### src/rtl/uart_arb_pkg.sv
// uart_arb_pkg
// Shared definitions for the uart_tx round-robin arbiter:
//   arb_state_t  - FSM state encoding (IDLE=0, HDR=1, XFER=2, REL=3)
//   IDX_W        - requester index width, sized for the largest legal NUM_REQ (8)
//   HDR_TAG_DEF  - default upper nibble of the per-grant header byte
package uart_arb_pkg;

    typedef enum logic [1:0] {
        ST_IDLE = 2'd0,
        ST_HDR  = 2'd1,
        ST_XFER = 2'd2,
        ST_REL  = 2'd3
    } arb_state_t;

    localparam int         IDX_W       = 3;
    localparam logic [3:0] HDR_TAG_DEF = 4'hA;

endpackage

### src/rtl/uart_tx_arb_rr_pick.sv
// rr_pick
// Combinational round-robin find-first-set. Searches i_req upward from
// i_last+1, wrapping at NUM_REQ, and returns the first set index.
// Ports:
//   i_req  [NUM_REQ-1:0] - request vector (inverted FIFO empty flags)
//   i_last [IDX_W-1:0]   - index granted last; search starts just above it
//   o_idx  [IDX_W-1:0]   - selected index (0 when nothing is requesting)
//   o_vld                - at least one request is set
module rr_pick
    import uart_arb_pkg::*;
#(
    parameter int NUM_REQ = 4
) (
    input  logic [NUM_REQ-1:0] i_req,
    input  logic [IDX_W-1:0]   i_last,
    output logic [IDX_W-1:0]   o_idx,
    output logic               o_vld
);

    // Walk the offsets from farthest to nearest so the nearest requester
    // after i_last is the one left standing.
    always_comb begin
        o_idx = '0;
        o_vld = 1'b0;
        for (int k = NUM_REQ; k >= 1; k--) begin
            for (int n = 0; n < NUM_REQ; n++) begin
                if (i_req[n] && (((int'(i_last) + k) % NUM_REQ) == n)) begin
                    o_idx = IDX_W'(n);
                    o_vld = 1'b1;
                end
            end
        end
    end

endmodule

### src/rtl/uart_tx_arb.sv
// uart_tx_arb
// Round-robin arbiter sharing one uart_tx serializer between NUM_REQ byte
// FIFOs. Toward uart_tx it looks like a single read FIFO (empty flag, read
// strobe, data one cycle after the strobe). A grant is held for at most
// BURST_LEN strobes, then released and re-arbitrated.
// Optional feature: define UART_ARB_HDR_EN to prefix every grant with one
// header byte {HDR_TAG, idx}; the HDR_TAG parameter exists only then.
// Ports:
//   s_clk, s_rst     - clock, synchronous active-high reset
//   req_empty        - per-requester FIFO empty flags
//   req_rd_en        - per-requester read strobes, one-hot or zero
//   req_rd_data      - per-requester read data, requester i at [8i+7:8i]
//   tx_empty         - empty flag toward uart_tx
//   tx_rd_en         - read strobe from uart_tx
//   tx_rd_data       - read data toward uart_tx
//   grant            - one-hot current owner, zero when idle
//   busy             - FSM is outside IDLE
//
// state | meaning
// IDLE  | no owner; pick next non-empty requester after last_idx
// HDR   | emit header byte for the new owner (UART_ARB_HDR_EN only)
// XFER  | pass owner's FIFO through to uart_tx, count strobes
// REL   | one-cycle release; data mux still held on the old owner
module uart_tx_arb
    import uart_arb_pkg::*;
#(
    parameter int NUM_REQ   = 4,
    parameter int BURST_LEN = 16
`ifdef UART_ARB_HDR_EN
    ,
    parameter logic [3:0] HDR_TAG = HDR_TAG_DEF
`endif
) (
    input  logic                   s_clk,
    input  logic                   s_rst,
    input  logic [NUM_REQ-1:0]     req_empty,
    output logic [NUM_REQ-1:0]     req_rd_en,
    input  logic [8*NUM_REQ-1:0]   req_rd_data,
    output logic                   tx_empty,
    input  logic                   tx_rd_en,
    output logic [7:0]             tx_rd_data,
    output logic [NUM_REQ-1:0]     grant,
    output logic                   busy
);

    arb_state_t           r_state;
    logic [IDX_W-1:0]     r_gnt_idx;
    logic [IDX_W-1:0]     r_last_idx;
    logic [7:0]           r_burst_cnt;
    logic [NUM_REQ-1:0]   r_grant;
    logic                 r_busy;
`ifdef UART_ARB_HDR_EN
    logic                 r_hdr_sel;
`endif

    logic [IDX_W-1:0]     w_pick_idx;
    logic                 w_pick_vld;
    logic [NUM_REQ-1:0]   w_pick_onehot;
    logic                 w_sel_empty;
    logic [7:0]           w_sel_data;
    logic                 w_burst_end;

    rr_pick #(
        .NUM_REQ (NUM_REQ)
    ) u_rr_pick (
        .i_req  (~req_empty),
        .i_last (r_last_idx),
        .o_idx  (w_pick_idx),
        .o_vld  (w_pick_vld)
    );

    assign w_pick_onehot = {{(NUM_REQ-1){1'b0}}, 1'b1} << w_pick_idx;
    assign w_burst_end   = (r_burst_cnt == 8'(BURST_LEN - 1));

    // Owner's empty flag and data slice; compare-based select keeps the
    // index width independent of NUM_REQ.
    always_comb begin
        w_sel_empty = 1'b1;
        w_sel_data  = 8'h00;
        for (int i = 0; i < NUM_REQ; i++) begin
            if (r_gnt_idx == IDX_W'(i)) begin
                w_sel_empty = req_empty[i];
                w_sel_data  = req_rd_data[8*i +: 8];
            end
        end
    end

    // Zero-latency strobe pass-through, only while transferring.
    always_comb begin
        req_rd_en = '0;
        for (int i = 0; i < NUM_REQ; i++) begin
            req_rd_en[i] = (r_state == ST_XFER) && tx_rd_en && (r_gnt_idx == IDX_W'(i));
        end
    end

    always_comb begin
        case (r_state)
            ST_HDR:  tx_empty = 1'b0;
            ST_XFER: tx_empty = w_sel_empty;
            default: tx_empty = 1'b1;
        endcase
    end

`ifdef UART_ARB_HDR_EN
    assign tx_rd_data = r_hdr_sel ? {HDR_TAG, 1'b0, r_gnt_idx} : w_sel_data;
`else
    assign tx_rd_data = w_sel_data;
`endif

    assign grant = r_grant;
    assign busy  = r_busy;

    always_ff @(posedge s_clk) begin
        if (s_rst) begin
            r_state     <= ST_IDLE;
            r_gnt_idx   <= '0;
            r_last_idx  <= IDX_W'(NUM_REQ - 1);
            r_burst_cnt <= 8'h00;
            r_grant     <= '0;
            r_busy      <= 1'b0;
`ifdef UART_ARB_HDR_EN
            r_hdr_sel   <= 1'b0;
`endif
        end else begin
`ifdef UART_ARB_HDR_EN
            r_hdr_sel <= 1'b0;
`endif
            case (r_state)
                ST_IDLE: begin
                    if (w_pick_vld) begin
                        r_gnt_idx   <= w_pick_idx;
                        r_burst_cnt <= 8'h00;
                        r_grant     <= w_pick_onehot;
                        r_busy      <= 1'b1;
`ifdef UART_ARB_HDR_EN
                        r_state     <= ST_HDR;
`else
                        r_state     <= ST_XFER;
`endif
                    end
                end
`ifdef UART_ARB_HDR_EN
                ST_HDR: begin
                    if (tx_rd_en) begin
                        r_hdr_sel <= 1'b1;
                        r_state   <= ST_XFER;
                    end
                end
`endif
                ST_XFER: begin
                    // A strobe coinciding with the FIFO draining still counts;
                    // the empty release is taken on the following cycle.
                    if (tx_rd_en) begin
                        r_burst_cnt <= r_burst_cnt + 8'd1;
                        if (w_burst_end) begin
                            r_state <= ST_REL;
                        end
                    end else if (w_sel_empty) begin
                        r_state <= ST_REL;
                    end
                end
                ST_REL: begin
                    r_last_idx <= r_gnt_idx;
                    r_grant    <= '0;
                    r_busy     <= 1'b0;
                    r_state    <= ST_IDLE;
                end
                default: begin
                    r_grant <= '0;
                    r_busy  <= 1'b0;
                    r_state <= ST_IDLE;
                end
            endcase
        end
    end

endmodule

### config.mk
export PLATFORM = sky130hd
export DESIGN_NAME = uart_tx_arb
export DESIGN_NICKNAME = d
export VERILOG_FILES = /design/src/rtl/uart_arb_pkg.sv /design/src/rtl/uart_tx_arb_rr_pick.sv /design/src/rtl/uart_tx_arb.sv
export SDC_FILE = /design/constraint.sdc
export NUM_CORES = 1
export LEC_CHECK = 0
export CAP_MARGIN = 20
export CORE_UTILIZATION = 43
export DETAILED_ROUTE_END_ITERATION = 12
export PLACE_DENSITY_LB_ADDON = 0.25
export SLEW_MARGIN = 20
export SYNTH_ARGS = -nofsm -noshare
export SYNTH_HDL_FRONTEND = slang
export SYNTH_SLANG_ARGS = --single-unit
### constraint.sdc
create_clock -name s_clk -period 3.1 [get_ports s_clk]
set_input_delay 0.62 -clock s_clk [delete_from_list [all_inputs] [get_ports s_clk]]
set_output_delay 0.62 -clock s_clk [all_outputs]
set_load 0.03 [all_outputs]
==> metrics.yaml, run 1 <==
status: "finished, final reports clean"
finalWirelength_um: 2996
ys_seq_area_share_pct: 32.31
synth_edf_count: 0
final_cell_mix: "56 x clkdlybuf4s50_1, 19 x dfxtp_1, 14 x nor2_1, 8 x mux4_2, 8 x nand2_1"
grt_util_all_layers_pct: 21.54
critPathMaxFanout: 2
grt_pass1_wl_um: 4609
cap_violations: 0
place_congestion: 0.7350
clockPowerShare_pct: 20.8
total_power_mw: 0.6154
num_vias: 1135
fin_tns_setup_ns: 0
reg2reg_from: "r_gnt_idx[0]"
drt_first_iter_violations: 14
worst_path_most_repeated_cell: "clkdlybuf4s50_1"
netlist_area_um2: 1177
syn_nets: 152
min_from: "busy"
combPwrFrac_pct: 35.2
finalClockSkew_ns: 0.006292
r2r_cells: 3
die-area_um2: 2951
tightest_slew_ns: 0.6697
start_util_pct: 46.68
num_rows: 18
num_io_pins: 57
routedWlPerCell_um: 15.06
path_cells: "clkdlybuf4s50_1 > mux4_1 > nor2_1 > mux2i_1 > clkdlybuf4s50_1"
ant_nets: 0
cts_sinks: 19
drc_errors: 0
finalSetupViolations: 0
p_int_mw: 0.4256
cellPowerDensity_nw_per_um2: 344.7
arrival_ns: 2.35
grt_antenna_before_repair: 0
final_util_pct: 70.78
dpl.hpwl_um: 2415
power.leakage_nw: 0.6553
stdcell_area_um2: 1785
dpl_cell_area_um2: 1758
worstReg2RegEnd: "r_state[0]"
cts_resized: 0
hold_viol_final: 0
multi_input_area_um2: 726.9
antenna_cells: 0
hold_end: "busy"
coreArea_um2: 2522
async_reset_ff_share_pct: 0
critPathMaxStageDelay_ns: 0.61
port_buffers: 56
hold_class: "register to register"
grt_setup_unrepaired: "false"
crit_required_ns: 2.48
numCtsBuffers: 3
swShare_pct: 30.84
seq_power_share_pct: 44.0
postCtsHoldBufs: 0
synthToLayoutAreaGrowth_pct: 51.65
post_synth.cell_area_avg_um2: 10.51
finalNetCount: 210
cts_root_buffer: "clkbuf_4"
num-fill-cells: 186
power_switching_mw: 0.1898
die-height_um: 54.33
crit_type: "input port to primary output"
slew_violations: 0
yosys_warnings: 0
layout-drive-gt1-share_pct: 13.02
layout_commonest_cell: "clkdlybuf4s50_1"
vdd_ir_drop_max_mv: 0.2966
timing.fmax_mhz: 336.7
end_kind: "primary output"
first_global_vias: 1106
overflow: 0
seq_area_um2: 380.4
period_minus_slack_ns: 2.970
timing.final.crit_share_pct: 95.81
tritoncts: "built"
synth_flop_cell: "dfxtp_1"
min_path_cells: 1
clockBufferDepth: 2
slew_headroom_pct: 55.29
syn-instance-count: 112
synth_seq_cells: 19
clkLatencyLatePin_ns: 0.30
drt-pass1-iter-count: 4
slowest_stage: "clkdlybuf4s50_1"
clk_pin_slew_ns: 0.11
grt_max_degree: 16
rrSetupSlack_ns: 1.58
cts-htree-levels: 1
chipWidth_um: 54.33
viasPerCell: 5.704
synthDistinctLibCells: 38
start_kind: "input port"
cts_setup_buffers: 0
-- power by group through the flow --
stage               registers (mW)  clock network (mW)  logic [mW]
CTS                          0.271               0.130       0.218
floorplan                    0.272                   0       0.120
detailed placement           0.277                   0       0.217
global route                 0.274               0.139       0.231
finish                       0.271               0.128       0.216
global placement             0.276                   0       0.214
-- cells in the mapped netlist (2+ instances only) --
master	number	share of area [%]
dfxtp_1	19	32
nor2_1	14	4.5
mux4_2	8	15
nand2_1	8	2.6
a32o_1	5	4.3
and3_1	4	2.1
buf_2	4	1.7
nor3_1	4	1.7
xnor2_1	4	3.0
a211o_1	3	2.2
buf_6	3	2.9
mux2i_1	3	2.6
xor2_1	3	2.2
a2bb2oi_1	2	1.5
inv_1	2	0.64
nand4_1	2	1.1
nor4_1	2	1.1
o21a_1	2	1.3
-- routing by layer --
layer	track usage (%)	part of all wire [%]	up-vias
li1	-	-	545
met2	41.67	48	48
met4	7.692	1.3	0
met1	21.25	38	537
met5	0	0	-
met3	6.389	13	5
-- metrics by stage --
| step | hold WS (ns) | std cells | setup WS, ns |
|---|---|---|---|
| 2_1_floorplan | 0.4847 | 112 | 1.008 |
| 3_3_place_gp | 0.4565 | 195 | 0.1549 |
| 3_5_place_dp | 0.4668 | 195 | 0.1202 |
| 4_1_cts | 0.4890 | 199 | 0.1230 |
| 5_1_grt | 0.5038 | 199 | 0.04341 |
| 6_report | 0.4823 | 199 | 0.1299 |
-- critical path: cells and delay by family --
| family | cells | cell delay, ns |
|---|---|---|
| multiplexers | 2 | 0.60 |
| buffers and inverters | 2 | 1.02 |
| AND/OR/NAND/NOR | 1 | 0.10 |
-- registers in the layout, summed over array words and instances, names as in the netlist --
signal	cells
r_last_idx	2
r_state	2
grant	4
r_burst_cnt	8
r_gnt_idx	2
busy	1
-- kinds of logic (layout without fill, tap and decap cells) --
group                      after synthesis  in the layout  share of synthesized area (%)
and+or+nand+nor                         46             46                          23.27
buffers and inverters                   11             68                          5.951
xor gates and xnor gates                 7              7                          5.207
muxes                                   12             12                          20.09
DFF                                     19             19                          32.31
AOI/OAI and AO/OA                       16             16                          12.12
adders and majority gates                1              1                          1.063
-- worst max path at each step --
stage / cells past startpoint / slack (ns) / startpoint / end
floorplan: 2 / 1.01 / tx_rd_en / req_rd_en[1]
global placement: 5 / 0.15 / req_empty[2] / tx_empty
detailed placement: 5 / 0.12 / req_empty[2] / tx_empty
CTS: 5 / 0.12 / req_empty[2] / tx_empty
global route: 4 / 0.04 / r_gnt_idx[0] / tx_empty
finish: 5 / 0.13 / req_empty[2] / tx_empty
-- cell type report --
class,count,area share (%)
clock inverters,1,0.2803
multi-input cells,82,40.71
well taps,30,2.102
repair buffers,62,33.92
flip-flops and latches,19,21.30
clock buffers,3,1.261
inverters,2,0.4205
Power figures use the tool's default switching activity.
==> run 2: changes to the inputs <==
--- a/config.mk
+++ b/config.mk
@@ -6,7 +6,7 @@
 export NUM_CORES = 1
 export LEC_CHECK = 0
 export CAP_MARGIN = 20
-export CORE_UTILIZATION = 43
+export CORE_UTILIZATION = 40
 export DETAILED_ROUTE_END_ITERATION = 12
 export PLACE_DENSITY_LB_ADDON = 0.25
 export SLEW_MARGIN = 20
==> constraint.sdc (replaced) <==
create_clock -name s_clk -period 3.3 [get_ports s_clk]
set_input_delay 0.66 -clock s_clk [delete_from_list [all_inputs] [get_ports s_clk]]
set_output_delay 0.66 -clock s_clk [all_outputs]
set_load 0.03 [all_outputs]
==> metrics.yaml, run 2 (synthesis results as in run 1) <==
dpl.cell_count: 196  # was 195
port_buffers: 56  # unchanged
finalSetupViolations: 0  # unchanged
layout-drive-gt1-share_pct: 12.43  # was 13.02%
finalNetCount: 210  # unchanged
crit_required_ns: 2.64  # was 2.48 ns
reg2reg_from: "r_gnt_idx[0]"  # unchanged
fin_tns_setup_ns: 0  # unchanged
viasPerCell: 5.605  # was 5.704
crit_type: "input port to primary output"  # unchanged
largest_reg_flops: 8  # unchanged
final_cell_mix: "56 x clkdlybuf4s50_1, 19 x dfxtp_1, 14 x nor2_1, 8 x mux4_2, 8 x nand2_1"  # unchanged
min_path_cells: 1  # unchanged
drc_errors: 0  # unchanged
status: "finished, final reports clean"  # unchanged
dpl.hpwl_um: 2283  # was 2415 µm
worstReg2RegEnd: "r_state[0]"  # unchanged
chipWidth_um: 56.26  # was 54.33 µm
timing.final.crit_share_pct: 94.25
seq_power_share_pct: 44.3  # was 44.0%
arrival_ns: 2.45  # was 2.35 ns
critPathMaxStageDelay_ns: 0.62  # was 0.61 ns
hold_ws_ns: 0.4831  # was 0.4823 ns
grt_max_degree: 16  # unchanged
slowest_stage: "clkdlybuf4s50_1"  # unchanged
die-area_um2: 3165  # was 2951 µm²
worst_path_most_repeated_cell: "clkdlybuf4s50_1"  # unchanged
drt-pass1-iter-count: 4  # unchanged
critPathMaxFanout: 2  # unchanged
finalWirelength_um: 2862  # was 2996 µm
timing.fmax_mhz: 321.5
rrSetupSlack_ns: 1.77  # was 1.58 ns
layout_commonest_cell: "clkdlybuf4s50_1"  # unchanged
period_minus_slack_ns: 3.110
hold_class: "register to register"  # unchanged
tritoncts: "built"  # unchanged
grt_util_all_layers_pct: 19.38  # was 21.54%
grt_antenna_before_repair: 0  # unchanged
final_util_pct: 64.19  # was 70.78%
end_kind: "primary output"  # unchanged
regMostFlops: "r_burst_cnt"  # unchanged
hold_viol_final: 0  # unchanged
cts_root_buffer: "clkbuf_4"  # unchanged
postCtsHoldBufs: 0  # unchanged
drt_first_iter_violations: 32  # was 14
routedWlPerCell_um: 14.31  # was 15.06 µm
power_switching_mw: 0.1711  # was 0.1898 mW
clk_pin_slew_ns: 0.10  # was 0.11 ns
first_global_vias: 1118  # was 1106
slew_violations: 0  # unchanged
stdcell_area_um2: 1785  # unchanged
synthToLayoutAreaGrowth_pct: 51.65  # unchanged
swShare_pct: 29.88  # was 30.84%
place_congestion: 0.7925  # was 0.7350
clkLatencyLatePin_ns: 0.29  # was 0.30 ns
cts_resized: 0  # unchanged
finalClockSkew_ns: 0.003982  # was 0.006292 ns
numCtsBuffers: 3  # unchanged
coreArea_um2: 2781  # was 2522 µm²
start_util_pct: 42.33  # was 46.68%
vdd_ir_drop_max_mv: 0.2434  # was 0.2966 mV
hold_end: "busy"  # unchanged
power.leakage_nw: 0.6526  # was 0.6553 nW
antenna_cells: 0  # unchanged
fin_ws_ns: 0.1897  # was 0.1299 ns
clockPowerShare_pct: 20.0  # was 20.8%
cts-htree-levels: 1  # unchanged
cts_setup_buffers: 0  # unchanged
clockBufferDepth: 2  # unchanged
num_rows: 19  # was 18
cellPowerDensity_nw_per_um2: 320.8  # was 344.7 nW/µm²
grt_pass1_wl_um: 4816  # was 4609 µm
combPwrFrac_pct: 35.7  # was 35.2%
num_io_pins: 57  # unchanged
overflow: 0  # unchanged
dp_slack_ns: 0.1947  # was 0.1202 ns
grt_setup_unrepaired: "false"  # unchanged
slew_headroom_pct: 55.18  # was 55.29%
tightest_slew_ns: 0.6714  # was 0.6697 ns
path_cells: "clkdlybuf4s50_1 > mux4_1 > nor2_1 > mux2i_1 > clkdlybuf4s50_1"  # unchanged
cap_violations: 0  # unchanged
cts_sinks: 19  # unchanged
ant_nets: 0  # unchanged
num_vias: 1121  # was 1135
total_power_mw: 0.5728  # was 0.6154 mW
r2r_cells: 3  # unchanged
p_int_mw: 0.4016  # was 0.4256 mW
die-height_um: 56.26  # was 54.33 µm
min_from: "busy"  # unchanged
dpl_cell_area_um2: 1759  # was 1758 µm²
stdcell_count: 200  # was 199
start_kind: "input port"  # unchanged
[run 2: changes by cell type in the layout (fill, tap and decap cells not counted), sizes merged]
cell    previous run  this run
clkbuf             3         4
clkinv             1         0
[run 2: worst max-delay path by stage]
stage                       from           end  cells past startpoint
floorplan               tx_rd_en  req_rd_en[1]                      2
global route        req_empty[2]      tx_empty                      5
CTS                 req_empty[2]      tx_empty                      5
global placement    req_empty[2]      tx_empty                      5
detailed placement  req_empty[2]      tx_empty                      5
finish              req_empty[2]      tx_empty                      5
[run 2: layout make-up]
| type | count | area, µm² |
|---|---|---|
| clock buffers | 4 | 26.28 |
| flip-flops and latches | 19 | 380.4 |
| multi-input cells | 82 | 726.9 |
| repair buffers | 62 | 605.6 |
| inverters | 2 | 7.507 |
| well taps | 31 | 38.79 |
| fillers | 229 | 996.0 |
[run 2: worst max-delay path: cells and delay by family]
| family | cells | cell delay, ns |
|---|---|---|
| mux | 2 | 0.64 |
| buf+inv | 2 | 1.04 |
| simple gates | 1 | 0.11 |
[run 2: layer usage]
layer | GRT usage, % | vias to the layer above | wire length [µm]
met1 | 23.75 | 516 | 1273
met3 | 5.991 | 5 | 276
met5 | 0 | - | 0
li1 | - | 538 | -
met2 | 31.97 | 62 | 1271
met4 | 7.317 | 0 | 40
[run 2: power groups by stage]
stage | combinational, mW | sequential (mW) | clock (mW)
after floorplan | 0.113 | 0.255 | 0
after global placement | 0.202 | 0.259 | 0
after detailed placement | 0.205 | 0.259 | 0
after CTS | 0.205 | 0.254 | 0.119
after global routing | 0.216 | 0.256 | 0.124
final | 0.204 | 0.254 | 0.115
==> run 3: changes to the inputs <==
--- a/config.mk
+++ b/config.mk
@@ -9,6 +9,7 @@
 export CORE_UTILIZATION = 40
 export DETAILED_ROUTE_END_ITERATION = 12
 export PLACE_DENSITY_LB_ADDON = 0.25
+export SKIP_CTS_REPAIR_TIMING = 1
 export SLEW_MARGIN = 20
 export SYNTH_ARGS = -nofsm -noshare
 export SYNTH_HDL_FRONTEND = slang
==> results of run 3 <==
Final layout, timing and power as in run 2 (identical DEF).
